### config.mk
export PLATFORM = sky130hd
export DESIGN_NAME = camera_power_seq
export DESIGN_NICKNAME = d
export VERILOG_FILES = /design/src/rtl/camera_seq_pkg.sv /design/src/rtl/seq_timer.sv /design/src/rtl/camera_power_seq.sv
export SDC_FILE = /design/constraint.sdc
export NUM_CORES = 1
export LEC_CHECK = 0
export ABC_AREA = 0
export CORE_ASPECT_RATIO = 0.5
export CORE_UTILIZATION = 65
export CTS_BUF_LIST = sky130_fd_sc_hd__clkbuf_4
export DETAILED_ROUTE_END_ITERATION = 8
export PLACE_DENSITY = 0.92
export SLEW_MARGIN = 25
export SYNTH_ARGS = -nofsm -noshare
export SYNTH_HDL_FRONTEND = slang
export SYNTH_SLANG_ARGS = --single-unit
export TNS_END_PERCENT = 5
### constraint.sdc
create_clock -name clk_25M -period 4.12 [get_ports clk_25M]
set_input_delay 0.824 -clock clk_25M [delete_from_list [all_inputs] [get_ports clk_25M]]
set_output_delay 0.824 -clock clk_25M [all_outputs]
set_load 0.02 [all_outputs]
### src/rtl/camera_seq_pkg.sv
// Shared types and default timing for the camera sensor power sequencer.
// Default timings assume clk_25M = 25 MHz.
package camera_seq_pkg;

  typedef enum logic [2:0] {
    S_PWDN  = 3'd0,
    S_RST   = 3'd1,
    S_WAIT  = 3'd2,
    S_CFG   = 3'd3,
    S_READY = 3'd4,
    S_FAIL  = 3'd5
  } state_t;

  localparam int TIMER_W         = 26;
  localparam int T_PWDN_DEF      = 125000;    // 5 ms
  localparam int T_RST_DEF       = 25000;     // 1 ms
  localparam int T_INIT_DEF      = 500000;    // 20 ms
  localparam int CFG_TIMEOUT_DEF = 50000000;  // 2 s
  localparam int MAX_RETRY_DEF   = 3;

endpackage

### src/rtl/seq_timer.sv
// Loadable down-counter shared by every timed sequencer state.
// expire is high for the single cycle the count sits at 1, so a state loaded with N lasts N cycles.
module seq_timer
  import camera_seq_pkg::*;
#(
  parameter logic [TIMER_W-1:0] RST_VAL = '0
) (
  input  logic               clk_25M,
  input  logic               camera_rstn,
  input  logic               load,
  input  logic [TIMER_W-1:0] load_val,
  output logic               expire
);

  localparam logic [TIMER_W-1:0] ONE = TIMER_W'(1);

  logic [TIMER_W-1:0] count_q, count_d;

  always_comb begin
    count_d = count_q;
    if (load)
      count_d = load_val;
    else if (count_q != '0)
      count_d = count_q - ONE;
  end

  always_ff @(posedge clk_25M or negedge camera_rstn) begin
    if (!camera_rstn) count_q <= RST_VAL;
    else              count_q <= count_d;
  end

  assign expire = (count_q == ONE);

endmodule

### src/rtl/camera_power_seq.sv
// Camera sensor power-up sequencer: PWDN hold, RESETB low, settle, then register configuration.
// Define CAM_SEQ_TIMEOUT_EN to enable the cfg_done timeout with re-power retries and S_FAIL.
module camera_power_seq
  import camera_seq_pkg::*;
#(
  parameter int T_PWDN_CYC      = T_PWDN_DEF,
  parameter int T_RST_CYC       = T_RST_DEF,
  parameter int T_INIT_CYC      = T_INIT_DEF,
  parameter int CFG_TIMEOUT_CYC = CFG_TIMEOUT_DEF,
  parameter int MAX_RETRY       = MAX_RETRY_DEF
) (
  input  logic       clk_25M,
  input  logic       camera_rstn,
  input  logic       soft_restart,
  input  logic       cfg_done,
  output logic       cam_pwdn,
  output logic       cam_resetb,
  output logic       cfg_rstn,
  output logic       initial_en,
  output logic       seq_ready,
  output logic       seq_fail,
  output logic [1:0] retry_cnt
);

  localparam logic [TIMER_W-1:0] LD_PWDN = TIMER_W'(T_PWDN_CYC);
  localparam logic [TIMER_W-1:0] LD_RST  = TIMER_W'(T_RST_CYC);
  localparam logic [TIMER_W-1:0] LD_INIT = TIMER_W'(T_INIT_CYC);
  localparam logic [TIMER_W-1:0] LD_CFG  = TIMER_W'(CFG_TIMEOUT_CYC);

  state_t             state_q, state_d;
  logic [1:0]         retry_q, retry_d;
  logic [1:0]         cfg_sync_q, cfg_sync_d;
  logic               load, expire, cfg_timeout;
  logic [TIMER_W-1:0] load_val;
  logic               cam_pwdn_q, cam_pwdn_d, cam_resetb_q, cam_resetb_d;
  logic               cfg_rstn_q, cfg_rstn_d, initial_en_q, initial_en_d;
  logic               seq_ready_q, seq_ready_d, seq_fail_q, seq_fail_d;

  seq_timer #(.RST_VAL(LD_PWDN)) u_timer (
    .clk_25M     (clk_25M),
    .camera_rstn (camera_rstn),
    .load        (load),
    .load_val    (load_val),
    .expire      (expire)
  );

  // With the timeout disabled retry_q and S_FAIL can never be reached, so both outputs stay 0.
`ifdef CAM_SEQ_TIMEOUT_EN
  assign cfg_timeout = expire;
`else
  assign cfg_timeout = 1'b0;
`endif

  always_ff @(posedge clk_25M or negedge camera_rstn) begin
    if (!camera_rstn) begin
      state_q      <= S_PWDN;
      retry_q      <= '0;
      cfg_sync_q   <= '0;
      cam_pwdn_q   <= 1'b1;
      cam_resetb_q <= 1'b0;
      cfg_rstn_q   <= 1'b0;
      initial_en_q <= 1'b0;
      seq_ready_q  <= 1'b0;
      seq_fail_q   <= 1'b0;
    end else begin
      state_q      <= state_d;
      retry_q      <= retry_d;
      cfg_sync_q   <= cfg_sync_d;
      cam_pwdn_q   <= cam_pwdn_d;
      cam_resetb_q <= cam_resetb_d;
      cfg_rstn_q   <= cfg_rstn_d;
      initial_en_q <= initial_en_d;
      seq_ready_q  <= seq_ready_d;
      seq_fail_q   <= seq_fail_d;
    end
  end

  // Every transition into a timed state reloads the timer, including re-entry of S_PWDN.
  always_comb begin
    state_d    = state_q;
    retry_d    = retry_q;
    load       = 1'b0;
    cfg_sync_d = {cfg_sync_q[0], cfg_done};
    if (soft_restart) begin
      state_d = S_PWDN;
      retry_d = '0;
      load    = 1'b1;
    end else begin
      case (state_q)
        S_PWDN: if (expire) begin state_d = S_RST;  load = 1'b1; end
        S_RST:  if (expire) begin state_d = S_WAIT; load = 1'b1; end
        S_WAIT: if (expire) begin state_d = S_CFG;  load = 1'b1; end
        S_CFG: begin
          if (cfg_sync_q[1]) begin
            state_d = S_READY;
          end else if (cfg_timeout) begin
            if (int'(retry_q) < MAX_RETRY) begin
              state_d = S_PWDN;
              load    = 1'b1;
              if (retry_q != 2'd3) retry_d = retry_q + 2'd1;
            end else begin
              state_d = S_FAIL;
            end
          end
        end
        default: ;
      endcase
    end
  end

  // Outputs are decoded from the next state so they change on the same edge as the state.
  always_comb begin
    cam_pwdn_d   = 1'b1;
    cam_resetb_d = 1'b0;
    cfg_rstn_d   = 1'b0;
    initial_en_d = 1'b0;
    seq_ready_d  = 1'b0;
    seq_fail_d   = 1'b0;
    load_val     = '0;
    case (state_d)
      S_PWDN: load_val = LD_PWDN;
      S_RST: begin
        cam_pwdn_d = 1'b0;
        load_val   = LD_RST;
      end
      S_WAIT: begin
        cam_pwdn_d   = 1'b0;
        cam_resetb_d = 1'b1;
        load_val     = LD_INIT;
      end
      S_CFG, S_READY: begin
        cam_pwdn_d   = 1'b0;
        cam_resetb_d = 1'b1;
        cfg_rstn_d   = 1'b1;
        initial_en_d = 1'b1;
        seq_ready_d  = (state_d == S_READY);
        load_val     = LD_CFG;
      end
      S_FAIL: seq_fail_d = 1'b1;
      default: ;
    endcase
  end

  assign cam_pwdn   = cam_pwdn_q;
  assign cam_resetb = cam_resetb_q;
  assign cfg_rstn   = cfg_rstn_q;
  assign initial_en = initial_en_q;
  assign seq_ready  = seq_ready_q;
  assign seq_fail   = seq_fail_q;
  assign retry_cnt  = retry_q;

endmodule

==> results.sh, run 1 <==
export IMPL_cp_end_kind="register"
export IMPL_ant_nets=0
export IMPL_syn_to_final_growth_pct=7.944
export IMPL_setup_viol=0
export IMPL_holdPathStages=0
export IMPL_globalplace_congestion=0.8990
export IMPL_r2r_end="u_timer.count_q[20]"
export IMPL_coreArea_um2=2749
export IMPL_post_cts_buffers=0
export IMPL_grt_met2_usage_pct=54.06
export IMPL_first_global_vias=1479
export IMPL_dominantRegCellSynth="dfrtp_1"
export IMPL_yosysUniqueCellTypes=44
export IMPL_syn_area_um2=1984
export IMPL_min_from="cfg_sync_q[0]"
export IMPL_fmax_ghz=0.3650
export IMPL_fin_cells=253
export IMPL_post_route_min_period_ns=2.740
export IMPL_cp_required_ns=4.40
export IMPL_final_nets=222
export IMPL_num_vias=1640
export IMPL_min_period_over_period_pct=66.50
export IMPL_root_buffer="clkbuf_4"
export IMPL_cap_violations=0
export IMPL_io_pin_count=12
export IMPL_hpwl_mm=3.428
export IMPL_status="finished, final reports clean"
export IMPL_clk_latency_ns=0.37
export IMPL_h_tree_depth=2
export IMPL_hold_viol_final=0
export IMPL_initialDrtViolationCount=208
export IMPL_clk_pin_slew_worst_paths_ns=0.12
export IMPL_viasPerCell=6.482
export IMPL_yosysWarnings=0
export IMPL_r2r_setup_slack_ns=1.38
export IMPL_ys_seq_elements=36
export IMPL_grt_overflow_total=0
export IMPL_hold_buffers=0
export IMPL_busiest_layer="met2"
export IMPL_die_h_um=41.07
export IMPL_firstDrtPassIters=4
export IMPL_met3_usage_pct=11.78
export IMPL_fin_tns_setup_ns=0
export IMPL_yosysSeqAreaShare_pct=45.90
export IMPL_wirelength_mm=4.901
export IMPL_antenna_cells=0
export IMPL_cts_buffer_depth=2
export IMPL_drive_above_1_share_pct=15.28
export IMPL_hold_class="reg -> reg"
export IMPL_syn_inst=204
export IMPL_path_max_fanout=9
export IMPL_synth_edf_count=0
export IMPL_cts_resized=0
export IMPL_r2r_start="u_timer.count_q[10]"
export IMPL_cts_buffers_inserted=5
export IMPL_crit_type="reg -> reg"
export IMPL_p_per_area_nw_per_um2=305.5
export IMPL_slew_violations=0
export IMPL_reg2regPathDepth=6
export IMPL_portBuffers=9
export IMPL_async_flop_share_pct=100.0
export IMPL_met1_usage_pct=41.34
export IMPL_antenna_found_initial=0
export IMPL_routedWlPerCell_um=19.37
export IMPL_startpoint_type="register"
export IMPL_synth_avg_cell_area_um2=9.727
export IMPL_min_to="cfg_sync_q[1]"
export IMPL_grt_pass1_wl_mm=7.465
export IMPL_max_vdd_ir_drop_mv=0.2813
export IMPL_p_leak_nw=0.8521
export IMPL_max_slew_margin_pct=47.43
export IMPL_die_area_um2=3291
export IMPL_drc=0
export IMPL_grt_usage_pct=33.21
export IMPL_worst_slew_pin_slew_ns=0.7820
export IMPL_grt_max_degree=37
export IMPL_start_util_pct=72.19
export IMPL_dieWidth_um=80.14
export IMPL_core_rowCount=13
export IMPL_fin_worst_skew_ns=0.008801
export IMPL_clock_sinks=36
export IMPL_placedCellCount=245
export IMPL_cts_tree="done"
export IMPL_rsz0062_at_grt="no"
export IMPL_critical_path_arrival_ns=3.02
==> Yosys cell counts, types with 2 or more instances <==
cell,instances,area [um^2]
nor4_1,5,31.28
or3_2,2,15.01
clkbuf_1,2,7.510
a211oi_1,2,15.01
nor4_2,2,25.02
a22oi_1,2,15.01
nand3_1,8,40.04
ha_1,3,37.54
or2_2,2,12.51
or4_4,2,22.52
nor2_1,17,63.81
nor3_1,12,60.06
xor2_1,6,52.55
o211ai_1,3,22.52
nor4_4,2,42.54
inv_1,7,26.28
nand2_1,21,78.83
nand4_1,2,12.51
buf_4,3,22.52
dfrtp_1,28,700.7
a21oi_1,12,60.06
o21ai_0,11,55.05
and3_1,3,18.77
xnor2_1,17,148.9
nor4b_1,2,17.52
a21boi_0,2,15.01
nor3b_1,2,15.01
dfstp_2,8,210.2
==> final cells by class <==
cell class,instances,area (um^2)
flip-flops and latches,36,910.9
clock buffers,5,37.54
repair buffers,10,97.59
well taps,37,46.29
multi-input cells,154,999.7
clock inverters,3,18.77
fillers,174,606.8
inverters,8,31.28
==> worst max-delay path by stage <==
| stage | startpoint | endpoint | cells past startpoint | slack, ns |
|---|---|---|---|---|
| after floorplan | u_timer.count_q[10] | u_timer.count_q[11] | 7 | 2.02 |
| after global placement | u_timer.count_q[10] | u_timer.count_q[11] | 6 | 1.64 |
| after detailed placement | u_timer.count_q[10] | u_timer.count_q[14] | 6 | 1.60 |
| after CTS | u_timer.count_q[10] | u_timer.count_q[21] | 6 | 1.48 |
| after global routing | u_timer.count_q[8] | u_timer.count_q[12] | 6 | 1.26 |
| final | u_timer.count_q[10] | u_timer.count_q[20] | 6 | 1.38 |
==> worst max-delay path: stages, from the launching register on <==
cell and delay (ns):
dfrtp_1 0.43, nor4_1 0.63, nand4_1 0.31, nor4b_4 0.64
and3_1 0.29, nand3_1 0.20, o21ai_0 0.16
==> through the flow <==
step	util (%)	hold WS, ns	area, um^2	power, mW	setup slack (ns)
after floorplan	-	0.3312	1988	0.4370	2.015
after global placement	75.88	0.3428	2086	0.4579	1.643
after detailed placement	75.88	0.3443	2086	0.4618	1.598
after CTS	77.92	0.3708	2142	0.6519	1.481
after global routing	77.92	0.3749	2142	0.6768	1.265
final	77.92	0.3692	2142	0.6545	1.380
==> cell usage in the layout, fill, tap and decap left out, types with 2 or more instances in the layout <==
cell and count:
a211oi_1 2, a21boi_0 2, a21oi_1 12, a22oi_1 2, and3_1 3, clkbuf_4 5, clkdlybuf4s50_1 9, clkinv_2 3
conb_1 2, dfrtp_1 28, dfstp_2 8, ha_1 3, inv_1 7, nand2_1 21, nand3_1 8, nand4_1 2
nor2_1 17, nor3_1 12, nor3b_1 2, nor4_1 5, nor4_2 2, nor4_4 2, nor4b_1 2, o211ai_1 3
o21ai_0 11, or2_2 2, or3_2 2, or4_4 2, xnor2_1 17, xor2_1 6
==> flip-flops by register name, indices dropped and copies added (netlist names) <==
register,flops
cam_pwdn,1
state_q,3
seq_fail,1
seq_ready,1
cfg_sync_q,2
cam_resetb,1
initial_en,1
u_timer.count_q,26
==> per-layer routing <==
metal	routed length (um)	vias up
li1	-	734
met3	524	22
met1	1993	780
met5	0	-
met2	2237	104
met4	146	0
==> power breakdown <==
part | switching [mW] | internal, mW
combinational | 0.0437 | 0.0279
clock | 0.131 | 0.0654
sequential | 0.0181 | 0.368
total | 0.193 | 0.461
==> logic make-up after synthesis <==
logic type	share of synthesized area, %
other	0.1890
buffers and inverters	3.909
XOR/XNOR	10.15
AO/OA/AOI/OAI	11.22
flip-flops	45.90
AND/OR/NAND/NOR	26.73
adder cells (fa/ha/maj)	1.892
Power figures use the tool's default switching activity.
==> inputs of run 2 (changes only) <==
--- a/config.mk
+++ b/config.mk
@@ -7,10 +7,10 @@
 export LEC_CHECK = 0
 export ABC_AREA = 0
 export CORE_ASPECT_RATIO = 0.5
-export CORE_UTILIZATION = 65
+export CORE_UTILIZATION = 61
 export CTS_BUF_LIST = sky130_fd_sc_hd__clkbuf_4
 export DETAILED_ROUTE_END_ITERATION = 8
-export PLACE_DENSITY = 0.92
+export PLACE_DENSITY = 0.88
 export SLEW_MARGIN = 25
 export SYNTH_ARGS = -nofsm -noshare
 export SYNTH_HDL_FRONTEND = slang
==> constraint.sdc (replaced) <==
create_clock -name clk_25M -period 2.76 [get_ports clk_25M]
set_input_delay 0.552 -clock clk_25M [delete_from_list [all_inputs] [get_ports clk_25M]]
set_output_delay 0.552 -clock clk_25M [all_outputs]
set_load 0.02 [all_outputs]
==> run 2 against run 1 <==
  * Via count shrank 2.7%
  * Die area grew 6.3%
  * Core utilization shrank 6.8 points
  * Clock skew grew 0.0037 ns
  * Power grew 60%
  * Routed wire length shrank 10%
  * Clock power grew 88%
  * Worst hold slack lost 0.11 ns
  * Setup slack lost 1.2 ns
  * Critical path depth is the same
  * Sequential power grew 49%
  * Combinational power grew 45%
==> results.sh, run 2 (synthesis results as in run 1) <==
export IMPL_status="finished, final reports clean"
export IMPL_start_util_pct=65.11
export IMPL_fin_area_um2=2167
export IMPL_dieWidth_um=82.66
export IMPL_layout_common_cells="dfrtp_1, nand2_1, nor2_1, xnor2_1"
export IMPL_grt_pass1_wl_mm=7.700
export IMPL_fin_tns_setup_ns=0
export IMPL_reg2regPathDepth=6
export IMPL_path_max_fanout=12
export IMPL_max_slew_margin_pct=46.95
export IMPL_fin_worst_skew_ns=0.01254
export IMPL_cp_end_kind="register"
export IMPL_cp_required_ns=3.04
export IMPL_largest_reg_flops=26
export IMPL_placed_cell_area_um2=2092
export IMPL_clk_latency_ns=0.36
export IMPL_coreArea_um2=3048
export IMPL_wirelength_mm=4.388
export IMPL_antenna_cells=0
export IMPL_initialDrtViolationCount=94
export IMPL_fin_cells=257
export IMPL_fmax_ghz=0.3891
export IMPL_p_leak_nw=0.8630
export IMPL_hold_buffers=0
export IMPL_min_period_over_period_pct=93.12
export IMPL_cts_buffer_depth=2
export IMPL_firstDrtPassIters=5
export IMPL_rsz0062_at_grt="no"
export IMPL_ant_nets=0
export IMPL_post_route_min_period_ns=2.570
export IMPL_viasPerCell=6.210
export IMPL_routedWlPerCell_um=17.07
export IMPL_root_buffer="clkbuf_4"
export IMPL_globalplace_congestion=0.9562
export IMPL_clock_sinks=36
export IMPL_reg_top3="u_timer.count_q x26, state_q x3, cfg_sync_q x2"
export IMPL_hpwl_mm=3.170
export IMPL_portBuffers=9
export IMPL_final_common_cell="dfrtp_1"
export IMPL_syn_to_final_growth_pct=9.206
export IMPL_first_global_vias=1612
export IMPL_grt_overflow_total=0
export IMPL_cts_buffers_inserted=5
export IMPL_setup_viol=0
export IMPL_max_vdd_ir_drop_mv=0.3582
export IMPL_grt_usage_pct=30.74
export IMPL_worst_slew_pin_slew_ns=0.7958
export IMPL_final_nets=223
export IMPL_critical_path_arrival_ns=2.85
export IMPL_r2r_end="u_timer.count_q[14]"
export IMPL_slew_violations=0
export IMPL_crit_type="reg -> reg"
export IMPL_die_area_um2=3499
export IMPL_cts_tree="done"
export IMPL_cts_resized=0
export IMPL_grt_max_degree=37
export IMPL_nFillCells=219
export IMPL_p_per_area_nw_per_um2=483.4
export IMPL_hold_viol_final=0
export IMPL_r2r_setup_slack_ns=0.19
export IMPL_clk_pin_slew_worst_paths_ns=0.12
export IMPL_post_cts_buffers=0
export IMPL_num_vias=1596
export IMPL_r2r_start="u_timer.count_q[10]"
export IMPL_placedCellCount=249
export IMPL_cap_violations=0
export IMPL_drive_above_1_share_pct=15.21
export IMPL_drc=0
export IMPL_regMostFlops="u_timer.count_q"
export IMPL_hold_class="in -> async"
export IMPL_die_h_um=42.33
export IMPL_antenna_found_initial=0
export IMPL_io_pin_count=12
export IMPL_startpoint_type="register"
export IMPL_h_tree_depth=2
export IMPL_core_rowCount=14
## run 2: how the worst max path moves through the flow
stage | start | end | slack (ns) | cells after the start
6_report | u_timer.count_q[10] | u_timer.count_q[14] | 0.19 | 6
2_1_floorplan | u_timer.count_q[10] | u_timer.count_q[11] | 0.66 | 7
3_5_place_dp | u_timer.count_q[10] | u_timer.count_q[14] | 0.24 | 6
5_1_grt | u_timer.count_q[10] | u_timer.count_q[16] | 0.08 | 6
4_1_cts | u_timer.count_q[10] | u_timer.count_q[14] | 0.19 | 6
3_3_place_gp | u_timer.count_q[10] | u_timer.count_q[14] | 0.36 | 6
## run 2: metal layers
metal  GRT usage [%]  wire length (um)  vias to the layer above
met5               0                 0                        -
met4           11.72               104                        0
met3           7.391               360                       15
met2           45.41              1923                       75
met1           44.04              1999                      766
li1                -                 -                      740
## run 2: metrics by stage
stage,power [mW],util (%),hold slack [ns],setup WS [ns]
CTS,1.043,71.10,0.2933,0.1935
detailed placement,0.6852,68.64,0.3403,0.2355
finish,1.048,71.10,0.2632,0.1898
global route,1.090,71.10,0.3165,0.07950
global placement,0.6810,68.64,0.3409,0.3636
floorplan,0.6524,-,0.2564,0.6551
## run 2: final cells by class
cell class | instances | area [um^2] | share of cell area (%)
well taps | 40 | 50.05 | 2.309
multi-input cells | 154 | 999.7 | 46.13
clock buffers | 5 | 37.54 | 1.732
repair buffers | 11 | 100.1 | 4.619
flip-flops and latches | 36 | 910.9 | 42.03
clock inverters | 3 | 37.54 | 1.732
inverters | 8 | 31.28 | 1.443
## run 2: worst max-delay path, cell delays in order, from the launching register on
cell and delay [ns]:
dfrtp_1 0.43, or4_4 0.57, or4_4 0.45, nor4_4 0.53, nor3_1 0.17, xnor2_1 0.16, a21boi_0 0.19
## run 2: power breakdown
part / switching [mW] / internal, mW / total (mW)
Clock: 0.185 / 0.185 / 0.370
Sequential: 0.0248 / 0.550 / 0.574
Combinational: 0.0623 / 0.0413 / 0.104
Total: 0.272 / 0.776 / 1.05
